`config.mk`:
```
export PLATFORM = sky130hd
export DESIGN_NAME = alu_arbiter_seq
export DESIGN_NICKNAME = d
export VERILOG_FILES = /design/src/rtl/alu_arbiter_seq.sv
export SDC_FILE = /design/constraint.sdc
export NUM_CORES = 1
export LEC_CHECK = 0
export ABC_AREA = 1
export CAP_MARGIN = 15
export CORE_MARGIN = 1.5
export CORE_UTILIZATION = 42
export CTS_BUF_LIST = sky130_fd_sc_hd__clkbuf_16
export DETAILED_ROUTE_END_ITERATION = 16
export GPL_TIMING_DRIVEN = 0
export PLACE_DENSITY = 0.82
export REMOVE_ABC_BUFFERS = 1
export SYNTH_ARGS = -nofsm -noshare
export SYNTH_HDL_FRONTEND = slang
export SYNTH_SLANG_ARGS = --single-unit
```
`constraint.sdc`:
```
create_clock -name clk -period 1.65 [get_ports clk]
set_clock_uncertainty 0.2 [all_clocks]
set_input_delay 0.33 -clock clk [delete_from_list [all_inputs] [get_ports clk]]
set_output_delay 0.33 -clock clk [all_outputs]
set_load 0.01 [all_outputs]
```
`src/rtl/alu_arbiter_seq.sv`:
```
// Round-robin arbiter between two ALU requesters plus a multi-pass sequencer
// that feeds each registered ALU result back as the next operand.
module alu_arbiter_seq #(
  parameter int W  = 8,
  parameter int IW = 9,
  parameter int CW = 3
) (
  input  logic          clk,
  input  logic          reset,
  input  logic          a_valid_i,
  input  logic [IW-1:0] a_instr_i,
  input  logic [W-1:0]  a_data_i,
  input  logic [CW-1:0] a_count_i,
  output logic          a_ready_o,
  output logic          a_done_o,
  input  logic          b_valid_i,
  input  logic [IW-1:0] b_instr_i,
  input  logic [W-1:0]  b_data_i,
  input  logic [CW-1:0] b_count_i,
  output logic          b_ready_o,
  output logic          b_done_o,
  output logic [W-1:0]  result_o,
  output logic          overflow_o,
  output logic          busy_o,
  output logic [IW-1:0] alu_instr_o,
  output logic [W-1:0]  alu_data_o,
  input  logic [W-1:0]  alu_result_i,
  input  logic          alu_ovf_i
);

  typedef enum logic [1:0] {
    IDLE = 2'd0,
    RUN  = 2'd1,
    DONE = 2'd2
  } state_t;

  state_t        state, state_nxt;
  logic          ptr_b;
  logic          owner_b;
  logic [IW-1:0] instr_r;
  logic [W-1:0]  op_r;
  logic [CW-1:0] remain;
  logic          ovf_r;
  logic          grant_a, grant_b, accept;

  assign grant_a = a_valid_i && (!ptr_b || !b_valid_i);
  assign grant_b = b_valid_i && ( ptr_b || !a_valid_i);
  assign accept  = (state == IDLE) && (grant_a || grant_b);

  always_ff @(posedge clk) begin
    if (reset) state <= IDLE;
    else       state <= state_nxt;
  end

  always_comb begin
    state_nxt = state;
    case (state)
      IDLE:    if (accept) state_nxt = RUN;
      RUN:     if (remain == '0) state_nxt = DONE;
      DONE:    state_nxt = IDLE;
      default: state_nxt = IDLE;
    endcase
  end

  always_ff @(posedge clk) begin
    if (reset) begin
      ptr_b      <= 1'b0;
      owner_b    <= 1'b0;
      instr_r    <= '0;
      op_r       <= '0;
      remain     <= '0;
      ovf_r      <= 1'b0;
      result_o   <= '0;
      overflow_o <= 1'b0;
    end else begin
      case (state)
        IDLE: begin
          if (accept) begin
            instr_r <= grant_a ? a_instr_i : b_instr_i;
            op_r    <= grant_a ? a_data_i  : b_data_i;
            remain  <= grant_a ? a_count_i : b_count_i;
            owner_b <= !grant_a;
            ptr_b   <= grant_a;
            ovf_r   <= 1'b0;
          end
        end
        RUN: begin
          op_r  <= alu_result_i;
          ovf_r <= ovf_r | alu_ovf_i;
          // Final pass loads the outputs directly so they are valid alongside the done pulse.
          if (remain == '0) begin
            result_o   <= alu_result_i;
            overflow_o <= ovf_r | alu_ovf_i;
          end else begin
            remain <= remain - 1'b1;
          end
        end
        default: ;
      endcase
    end
  end

  always_comb begin
    a_ready_o   = 1'b0;
    b_ready_o   = 1'b0;
    a_done_o    = 1'b0;
    b_done_o    = 1'b0;
    busy_o      = (state != IDLE);
    alu_instr_o = '0;
    alu_data_o  = '0;
    case (state)
      IDLE: begin
        a_ready_o = grant_a;
        b_ready_o = grant_b;
      end
      RUN: begin
        alu_instr_o = instr_r;
        alu_data_o  = op_r;
      end
      DONE: begin
        a_done_o = !owner_b;
        b_done_o =  owner_b;
      end
      default: ;
    endcase
  end

endmodule

```
==> results of run 1 <==
## logic make-up after synthesis
| kind of cell | count (synthesis) | share of synthesized area (%) |
|---|---|---|
| flops | 34 | 36.0 |
| simple gates | 149 | 35.6 |
| fa+ha+maj | 2 | 1.32 |
| compound gates | 45 | 12.1 |
| xor+xnor | 1 | 0.463 |
| buf+inv | 57 | 14.5 |
## layer usage
| layer | vias up | part of all wire, % |
|---|---|---|
| li1 | 1093 | - |
| met1 | 1040 | 43 |
| met2 | 74 | 50 |
| met3 | 5 | 6.7 |
| met4 | 0 | 0.91 |
| met5 | - | 0 |
## worst max-delay path, stage by stage, from the launching register on
cell     delay (ns)
dfxtp_4        0.37
nor2_4         0.16
buf_12         0.12
nand2_8        0.06
inv_8          0.05
nand2_4        0.05
inv_2          0.06
buf_6          0.09
## flip-flops by register name, summed over array words and instances (netlist names)
signal	count
overflow_o	1
result_o	8
remain	3
owner_b	1
state	2
ovf_r	1
instr_r	9
op_r	8
ptr_b	1
## layout make-up
class	count	area, um^2	share of cell area [%]
multi-input combinational	202	1180	37.0
timing repair buffer	97	953	29.8
sequential	34	692	21.6
inverter	41	171	5.35
clock buffer	5	125	3.91
tap	52	65.1	2.03
clock inverter	3	11.3	0.352
## how the worst max path moves through the flow
stage                                     start        end  slack [ns]  depth (start not counted)
final                     state[1]$_SDFFE_PP0P_  b_ready_o       -0.11                          7
after global routing      state[1]$_SDFFE_PP0P_  b_ready_o       -0.15                          7
after CTS                 state[0]$_SDFFE_PP0P_  b_ready_o       -0.07                          7
after detailed placement              a_valid_i  b_ready_o       -1.75                          5
after global placement                a_valid_i  b_ready_o       -1.75                          5
after floorplan                       b_valid_i  b_ready_o       -0.24                          4
## stage by stage
stage | cell area (um^2) | setup TNS [ns]
2_1_floorplan | 1780 | -1.61
3_3_place_gp | 2670 | -38.97
3_5_place_dp | 2670 | -39.28
4_1_cts | 3000 | -0.137
5_1_grt | 3200 | -1.30
6_report | 3200 | -0.734
## cell usage after synthesis (4+ instances only)
library cell,number
dfxtp_1,34
buf_6,6
inv_2,6
a21oi_1,17
o21ai_0,6
nand3_1,38
buf_2,8
nor2_1,42
o21ai_1,21
inv_1,33
nand2_1,55
nand2_2,4
## repair_timing
item,4_1_cts,5_1_grt
setup buffers,12,2
pin swaps,5,3
hold buffers,0,0
setup endpoints to repair,63,35
gates resized for setup,142,45
gates cloned,5,0
## power breakdown
| part | internal [mW] | total, mW | switching (mW) |
|---|---|---|---|
| clock network | 0.543 | 0.887 | 0.344 |
| logic | 0.627 | 1.41 | 0.784 |
| registers | 0.970 | 1.06 | 0.0945 |
==> results.txt, run 1 <==
- The core region is 0.00435 mm^2.
- IR analysis of the VDD net gives a maximum drop of about 0.53 mV.
- Met1 track utilization from global routing: between 30% and 40%
* Nature of the critical path startpoint: register
- Synthesis inferred 34 register bits.
- Worst min path class: register to register
- Number of vias per cell after detailed routing: 5.10
- Total half-perimeter wirelength after legalization and detailed placement: 3460 um
* Power after layout: 3.36 mW
* Primary FF master, synth: dfxtp_1
* Final count of pins violating max slew: 0
- The die covers approximately 0.0049 mm^2.
* Netlist area before placement: approximately 0.0019 mm^2
* DR DRC count: 0
- CTS saw 34 sinks.
- Leaving out fill and tap cells, the most frequent cell in the layout is nand2_1.
- Clock tree synthesis inserted a total of 5 buffers.
* Proportion of layout cells with a drive suffix above 1: 24.1%
- Data required time at the worst endpoint: 1.12 ns
* Worst EP arrival: between 1 and 1.5 ns
- Setup slack on the critical path of the routed design comes to -0.114 ns.
* Mean instance size in the synthesized netlist: 6.57 um^2
- Total global-route track usage: 25.0%
- The setup path with the least slack is of type register to output port.
- The worst path uses 107% of the clock period.
- TritonCTS clock tree: yes
- After synthesis, the netlist uses 26 different library cells.
- For the worst-skew pair, the clock arrives at the later sink with an insertion delay of 0.28 ns.
- Cell taking the most area after synthesis: dfxtp_1
* Worst hold margin: 0.274 ns
- Static leakage power: 1.50 nW
- STA classifies the critical path endpoint as an output port.
* Leading cell types in the layout, fill and taps excluded: nand2_1, clkdlybuf4s50_1, nand3_1
- Sequential area share after synthesis: 36.0%
* Top Ports: 84
- The synthesized design devotes to its leading area cell type 36.0% of total area.
* Placed cell count: between 400 and 500
* Hold Crit Endpoint: result_o[5]$_SDFFE_PP0P_
- Initial standard-cell utilization of the core: 43.4%
- Run status: finished, violations left
* Slew HR: 77.6%
- Timing-limited maximum frequency: ~570 MHz
- The number of antenna diodes in the final layout is 0.
- R2R Path Start: state[0]$_SDFFE_PP0P_
- Drt initial violations: 120
- The first global-routing pass estimated 9740 um of wire.
- Pre-antenna DRT Iters: 4
* Logic depth of the worst register-to-register path: 7
- Hold violation count in the final report: 0
- Die Y: 70.1 um
- At the end of the flow the core is filled with cells to 73.6%.
- Clock-pin slew was measured on the worst setup and hold paths at 0.05 ns.
- Setup repair after global routing could not meet its margin everywhere.
* Post-route insts no fill: 434
- Final GP Congestion: between 0.7 and 0.8
- GRT overflow: 0
* Failing checks: negative setup slack
* Detail-routed net length per standard cell: 14.4 um
- The routed design has a little over 6000 um of wire.
- Worst-path maximum fanout: 3
- Buffers placed on the I/O ports in this run total 83.
* FILL cells: 344
- By area the synthesized netlist is led by dfxtp_1, nand2_1, nand3_1, nor2_1, inv_1.
- Across the run, the number of max-cap violations was 0.
- Die width: around 70 um
- For this run, the post-layout net count is 436.
* Residual antenna-violating net count after detailed routing: 0
* Maximum number of pins on one net before global-route repair: 31
- H-tree lvl count: 2
* Antenna violations before repair: 0
- Transition time at the pin with the least slew margin: 0.336 ns
- In this run the most critical hold path is launched from result_o[5]$_SDFFE_PP0P_.
- Most used routing layer in global routing: met2
- Hold depth: 2
* Vias in the first global route: 2077
- Pwr/cell area: 1050 mW/mm^2
- Asr flop ratio synth: 0%
- Yosys printed 0 warnings.
* Met2 Use GR: a little over two fifths
- Setup violations remaining at the end of the flow were counted as 19.
* Number of cells produced by synthesis: 288
* End of the worst register-to-register path: op_r[5]$_SDFFE_PP0P_
- The area growth from synthesis to layout is 69.3%.
- Before CTS, the worst setup slack after placement is -1.75 ns.
- For the finished layout, the period the worst path requires is around 1.8 ns.
- Grt met3 use: 5.77%
- Number of buffers on the longest clock path: 2
* Count of flip-flops with a built-in enable after synthesis: 0
* Row cnt: 24
- For this block, the via count after detailed routing is 2212.
* Setup slack on the worst flop-to-flop path: 0.06 ns
- CTS root buffer: clkbuf_16
Power figures use the tool's default switching activity.
==> run 2, diff against run 1 <==
--- a/config.mk
+++ b/config.mk
@@ -8,12 +8,13 @@
 export ABC_AREA = 1
 export CAP_MARGIN = 15
 export CORE_MARGIN = 1.5
-export CORE_UTILIZATION = 42
+export CORE_UTILIZATION = 30
 export CTS_BUF_LIST = sky130_fd_sc_hd__clkbuf_16
 export DETAILED_ROUTE_END_ITERATION = 16
 export GPL_TIMING_DRIVEN = 0
-export PLACE_DENSITY = 0.82
+export PLACE_DENSITY = 0.63
 export REMOVE_ABC_BUFFERS = 1
+export SKIP_CTS_REPAIR_TIMING = 1
 export SYNTH_ARGS = -nofsm -noshare
 export SYNTH_HDL_FRONTEND = slang
 export SYNTH_SLANG_ARGS = --single-unit
==> constraint.sdc (replaced) <==
create_clock -name clk -period 2.1 [get_ports clk]
set_clock_uncertainty 0.2 [all_clocks]
set_input_delay 0.42 -clock clk [delete_from_list [all_inputs] [get_ports clk]]
set_output_delay 0.42 -clock clk [all_outputs]
set_load 0.01 [all_outputs]
==> run 2 against run 1 <==
  * The run now ends clean
  * Highest routed layer unchanged
  * Hold slack worse by 0.0021 ns
  * Total power down 24%
  * Combinational power down 37%
  * Count of clock-buffer cells in the layout unchanged
==> results.txt, run 2 (synthesized netlist as in run 1, its figures left out) <==
* Final GP Congestion: 0.791 (+1.3%)
- Leading cell types in the layout, fill and taps excluded: clkdlybuf4s50_1, nand2_1, nor2_1
* Worst voltage drop across the vdd grid: 0.446 mV (-16%)
- The path class of the tightest hold or removal check is register to register.
* Number of buffers on the longest clock path: 2 (unchanged)
- Row cnt: 28 (+17%)
* Most common cell after layout, fill and taps aside: clkdlybuf4s50_1
- Detail-routed net length per standard cell: 12.7 um (-11%)
* Transition time at the pin with the least slew margin: 0.479 ns (+0.142 ns)
- Total detailed-routing wirelength: 5680 um (-8.9%)
- The number of ports placed on the die boundary was 84 (unchanged).
- Clock sink total: 34 (unchanged)
* Setup slack at placement: -1.54 ns (+0.217 ns)
* FILL cells: 614 (+78%)
- The maximum net fanout on the critical path was 6 (+3).
* Crit path capture type: output port
- The worst setup path is of the register to output port kind.
* Total global-route track usage: 15.9% (-9.0 points)
- The starting utilization of the core area is 31.6% (-12 points).
- Data required time at the worst endpoint: 1.48 ns (+0.36 ns)
* Power after layout: 2.54 mW (-24%)
- Proportion of layout cells with a drive suffix above 1: 11.6% (-12 points)
- The smallest clock period supported by the final layout is computed as about 2.1 ns.
- Slowest stage delay, CP: 0.53 ns (+0.16 ns)
- Residual antenna-violating net count after detailed routing: 0 (unchanged)
- Clock buffers created by TritonCTS: 5 (unchanged)
- Category of cells accounting for the largest share of critical-path delay: buffers and inverters
- Pwr/cell area: 825 mW/mm^2 (-21%)
- Cell chain of the critical path: inv_2 -> and3_1 -> clkdlybuf4s50_1
- Largest registers ranked by flip-flop count: instr_r (9), op_r (8), result_o (8)
- Post-route insts no fill: 446 (+2.8%)
- The clock latency of the later-clocked register in the worst-skew pair is 0.27 ns (about the same).
* Nature of the critical path startpoint: register
- Utilization after layout: 51.4% (-22 points)
- Hold violation count in the final report: 0 (unchanged)
* CTS root buffer: clkbuf_16
* Buffers and inverters on the worst path: 2 (-2)
* Largest register FFs: 9 (unchanged)
- H-tree lvl count: 2 (unchanged)
- The DRC violation total after the first TritonRoute iteration came to 75 (-38%).
- Critical path origin: state[0]$_SDFFE_PP0P_
- PortBufs: 83 (unchanged)
* Pre-antenna DRT Iters: 4 (unchanged)
- Reg with most FFs: instr_r
- The number of global-route vias before repair was 1824 (-12%).
- Slew HR: 68.0% (-9.5 points)
- PnR worst setup slack: 0.0462 ns (+0.160 ns)
- TritonCTS built the clock tree.
- Final count of pins violating max slew: 0 (unchanged)
* DIE AREA: 0.00679 mm^2 (+38%)
- Critical hold path startpoint: result_o[0]$_SDFFE_PP0P_
* Final-stage net count: 425 (-2.5%)
* Total half-perimeter wirelength after legalization and detailed placement: 3650 um (+5.5%)
- GRT overflow: 0 (unchanged)
- The number of antenna violations at the first check in global routing was 0 (unchanged).
* DR DRC count: 0 (unchanged)
- Count of maximum capacitance violations: 0 (unchanged)
- The height of the die was 82.4 um (+18%).
* Die width: 82.4 um (+18%)
- The pin count of the biggest net entering global routing came to 33 (+6.5%).
* Cell with the biggest individual delay on the critical path: clkdlybuf4s50_1
- Relative to the synthesized area, the layout overhead comes to 62.9%.
- R2R Path Start: remain[0]$_SDFFE_PP0P_
* Final-report setup violation count: 0 (-19)
* Clock-pin slew reported for the worst setup and hold paths after clock tree synthesis: 0.06 ns (about the same)
* Number of vias per cell after detailed routing: 4.59 (-10%)
* Run status: finished, final reports clean
* Timing-limited maximum frequency: ~490 MHz
* Core area: 0.00599 mm^2 (+38%)
- DR vias: 2045 (-7.5%)
* Wire length of the first global-routing pass: 8230 um (-15%)
- The leakage power came to 1.69 nW (+12%).
- # diodes: 0 (unchanged)
- Worst EP arrival: 1.43 ns (+0.20 ns)
- Placed cell count: 430 (+5.7%)
* Fraction of the cycle the final worst path needs: between 90% and 100%
## run 2: area by class of cell
cell class              instances  area (um^2)  area share [%]
multi-input cells             200         1040            33.8
repair buffers                 88          923            30.0
flip-flops and latches         34          687            22.3
inverters                      41          171            5.56
clock buffers                   5          125            4.06
well taps                      75         93.8            3.05
clock inverters                 3         40.0            1.30
## run 2: per-layer routing
layer  part of all wire (%)  track usage [%]
met3                    4.5             4.29
met2                     48             28.0
met4                   0.74             3.56
met5                      0                0
met1                     47             19.2
## run 2: path summary, 6_finish.rpt
kind	slack (ns)	cells past startpoint	to
max	0.05	3	b_done_o
min	0.27	2	result_o[0]$_SDFFE_PP0P_
max reg2reg	0.56	8	remain[2]$_SDFFE_PP0P_
min reg2reg	0.27	2	result_o[0]$_SDFFE_PP0P_
## run 2: power by group
| group | internal [mW] | total (mW) | leakage, nW | switching (mW) |
|---|---|---|---|---|
| combinational | 0.400 | 0.883 | 1.32 | 0.483 |
| clock | 0.555 | 0.818 | 0.0836 | 0.264 |
| sequential | 0.762 | 0.842 | 0.282 | 0.0798 |
## run 2: metrics by stage
step | cell area (um^2) | setup TNS (ns) | hold WS [ns]
after global placement | 2700 | -22.53 | 0.251
after floorplan | 1780 | 0 | 0.235
after CTS | 2870 | -21.87 | 0.264
after detailed placement | 2700 | -23.12 | 0.254
after global routing | 3080 | -0.00675 | 0.299
final | 3080 | 0 | 0.272
## run 2: worst reg2reg max path: cells and delay by family, from the launching register on
kind	cells	cell delay, ns
adders and majority gates	1	0.20
buffers and inverters	1	0.08
and+or+nand+nor	6	0.63
DFF	1	0.33
==> run 3, diff against run 2 <==
--- a/config.mk
+++ b/config.mk
@@ -8,11 +8,11 @@
 export ABC_AREA = 1
 export CAP_MARGIN = 15
 export CORE_MARGIN = 1.5
-export CORE_UTILIZATION = 30
+export CORE_UTILIZATION = 45
 export CTS_BUF_LIST = sky130_fd_sc_hd__clkbuf_16
 export DETAILED_ROUTE_END_ITERATION = 16
 export GPL_TIMING_DRIVEN = 0
-export PLACE_DENSITY = 0.63
+export PLACE_DENSITY = 0.87
 export REMOVE_ABC_BUFFERS = 1
 export SKIP_CTS_REPAIR_TIMING = 1
 export SYNTH_ARGS = -nofsm -noshare
==> run 3 against run 2 <==
  * Count of clock-buffer cells in the layout unchanged
  * Die area decreased by 32%
  * First-iteration DRC count increased by 41%
  * Via count increased by 4.8%
  * Global-route usage increased by 7.8 points
  * Design area decreased by 1.6%
  * Critical path depth increased by 1
  * Combinational power increased by 2%
  * Largest cell class unchanged
  * Largest power group unchanged
  * Highest routed layer unchanged
==> results.txt, run 3 (synthesized netlist as in run 1, its figures left out) <==
* Final-report setup violation count: 0 (unchanged)
* Transition time at the pin with the least slew margin: 0.469 ns (-0.00963 ns)
- Area grow syn2layout: 60.3%
* Crit path capture type: output port
- Timing-limited maximum frequency: 493 MHz (+1.3%)
- The overall overflow remaining after global route was 0 (unchanged).
- Wire length of the first global-routing pass: 8340 um (+1.3%)
- The run finished with clean final reports.
- More flip-flops sit in one register than any other, and that register is instr_r.
* Final-stage net count: 428 (+0.71%)
- The maximum vdd ir drop is 0.482 mV (+8.1%).
- The maximum net fanout on the critical path came to 4 (-2).
- Leading cell types in the layout, fill and taps excluded: clkdlybuf4s50_1, nand2_1, nor2_1
- Power after layout: 2.56 mW (+0.81%)
* Detail-routed net length per standard cell: 13.4 um (+5.0%)
- Initial standard-cell utilization of the core: 47.0% (+15 points)
* Top Ports: 84 (unchanged)
* Drt initial violations: 106 (+41%)
- The count of buffers from port buffering came to 83 (unchanged).
- PnR worst setup slack: 0.0716 ns (+0.0254 ns)
* Slew HR: 68.7% (+0.64 points)
* Core area: 0.00403 mm^2 (-33%)
* Setup total negative slack: 0 ns (unchanged)
* Number of buffers on the longest clock path: 2 (unchanged)
- The clock-pin slew reported for the worst setup and hold paths after clock tree synthesis came to 0.05 ns (about the same).
- Worst EP arrival: 1.41 ns (-0.02 ns)
- STA classifies the critical path startpoint as a register.
- The required arrival time at the worst endpoint was 1.48 ns (about the same).
- The pin count of the biggest net entering global routing came to 33 (unchanged).
* Proportion of layout cells with a drive suffix above 1: 12.3% (+0.71 points)
- DR vias: 2143 (+4.8%)
* Number of vias per cell after detailed routing: 5.05 (+10%)
- The post-route worst hold slack was 0.284 ns (+0.0113 ns).
- Pre-antenna DRT Iters: 4 (unchanged)
- Placed inst area: 0.00267 mm^2 (-1.2%)
- # diodes: 0 (unchanged)
* CTS root buffer: clkbuf_16
* H-tree lvl count: 2 (unchanged)
- Fraction of the cycle the final worst path needs: 96.6% (-1.2 points)
- Antenna violations before repair: 0 (unchanged)
- FILL cells: 293 (-52%)
* Largest registers ranked by flip-flop count: instr_r (9), op_r (8), result_o (8)
* Hold depth: 2 (unchanged)
- The height of the die came to 67.8 um (-18%).
- Vias in the first global route: 1808 (-0.88%)
- Most common cell after layout, fill and taps aside: clkdlybuf4s50_1
- Setup slack at placement: -1.49 ns (+0.0473 ns)
* TritonCTS clock tree: yes
- The residual DRC count came to 0 (unchanged).
* Worst min path class: register to register
* Count of maximum capacitance violations: 0 (unchanged)
* Total global-route track usage: 23.8% (+7.8 points)
- Die width: 67.8 um (-18%)
* Row cnt: 23 (-18%)
* Final GP Congestion: 0.838 (+6.0%)
- The total CTS buffers is 5 (unchanged).
- The power per cell area came to 846 mW/mm^2 (+2.5%).
- Final design instance area without fill: 0.00303 mm^2 (-1.6%)
- Crit path time final: 2.03 ns (-0.0254 ns)
- The count of pins over their slew limit was 0 (unchanged).
* Clk Latency, worst-skew pair: 0.28 ns (about the same)
- Hold violation count in the final report: 0 (unchanged)
- Logic depth of the worst register-to-register path: 8 (unchanged)
* Total detailed-routing wirelength: 5670 um (-0.14%)
* Largest register FFs: 9 (unchanged)
- The worst setup path is of the register to output port kind.
- Residual antenna-violating net count after detailed routing: 0 (unchanged)
- The total clock sinks came to 34 (unchanged).
- The total die area came to 0.00460 mm^2 (-32%).
- Static leakage power: 1.68 nW (-0.27%)
* Total half-perimeter wirelength after legalization and detailed placement: 3560 um (-2.5%)
-- run 3: routing by layer --
metal | wire length [um] | vias to the layer above | global-route usage (%)
met5 | 0 | - | 0
met4 | 68 | 0 | 6.00
met3 | 310 | 7 | 6.09
met2 | 2860 | 76 | 40.3
met1 | 2440 | 979 | 30.1
li1 | - | 1081 | -
-- run 3: critical path: stages, from the launching register on --
cell             delay (ns)
dfxtp_2                0.38
nor2_4                 0.05
buf_4                  0.13
inv_1                  0.04
clkdlybuf4s50_1        0.52
-- run 3: where the power goes --
group	internal (mW)	total (mW)	leakage, nW	switching [mW]
sequential	0.762	0.834	0.282	0.0715
combinational	0.401	0.900	1.32	0.499
clock	0.555	0.830	0.0836	0.275
-- run 3: path summary, 6_finish.rpt --
check / startpoint / endpoint / slack [ns]
worst min register to register: result_o[1]$_SDFFE_PP0P_ / result_o[1]$_SDFFE_PP0P_ / 0.28
worst max-delay path: state[1]$_SDFFE_PP0P_ / busy_o / 0.07
worst max register to register: remain[0]$_SDFFE_PP0P_ / remain[2]$_SDFFE_PP0P_ / 0.52
worst min-delay path: result_o[1]$_SDFFE_PP0P_ / result_o[1]$_SDFFE_PP0P_ / 0.28
-- run 3: final cells by class --
cell class	instances	area [um^2]	share of cell area [%]
Multi-Input combinational cell	201	1030	34.0
Inverter	41	166	5.49
Sequential cell	34	687	22.7
Timing Repair Buffer	90	920	30.3
Clock buffer	5	125	4.13
Tap cell	50	62.6	2.06
Clock inverter	3	40.0	1.32
-- run 3: stage by stage --
step,std cells,utilization [%]
finish,424,75.2
global route,424,75.2
CTS,413,70.4
detailed placement,405,66.3
global placement,405,66.3
floorplan,272,-
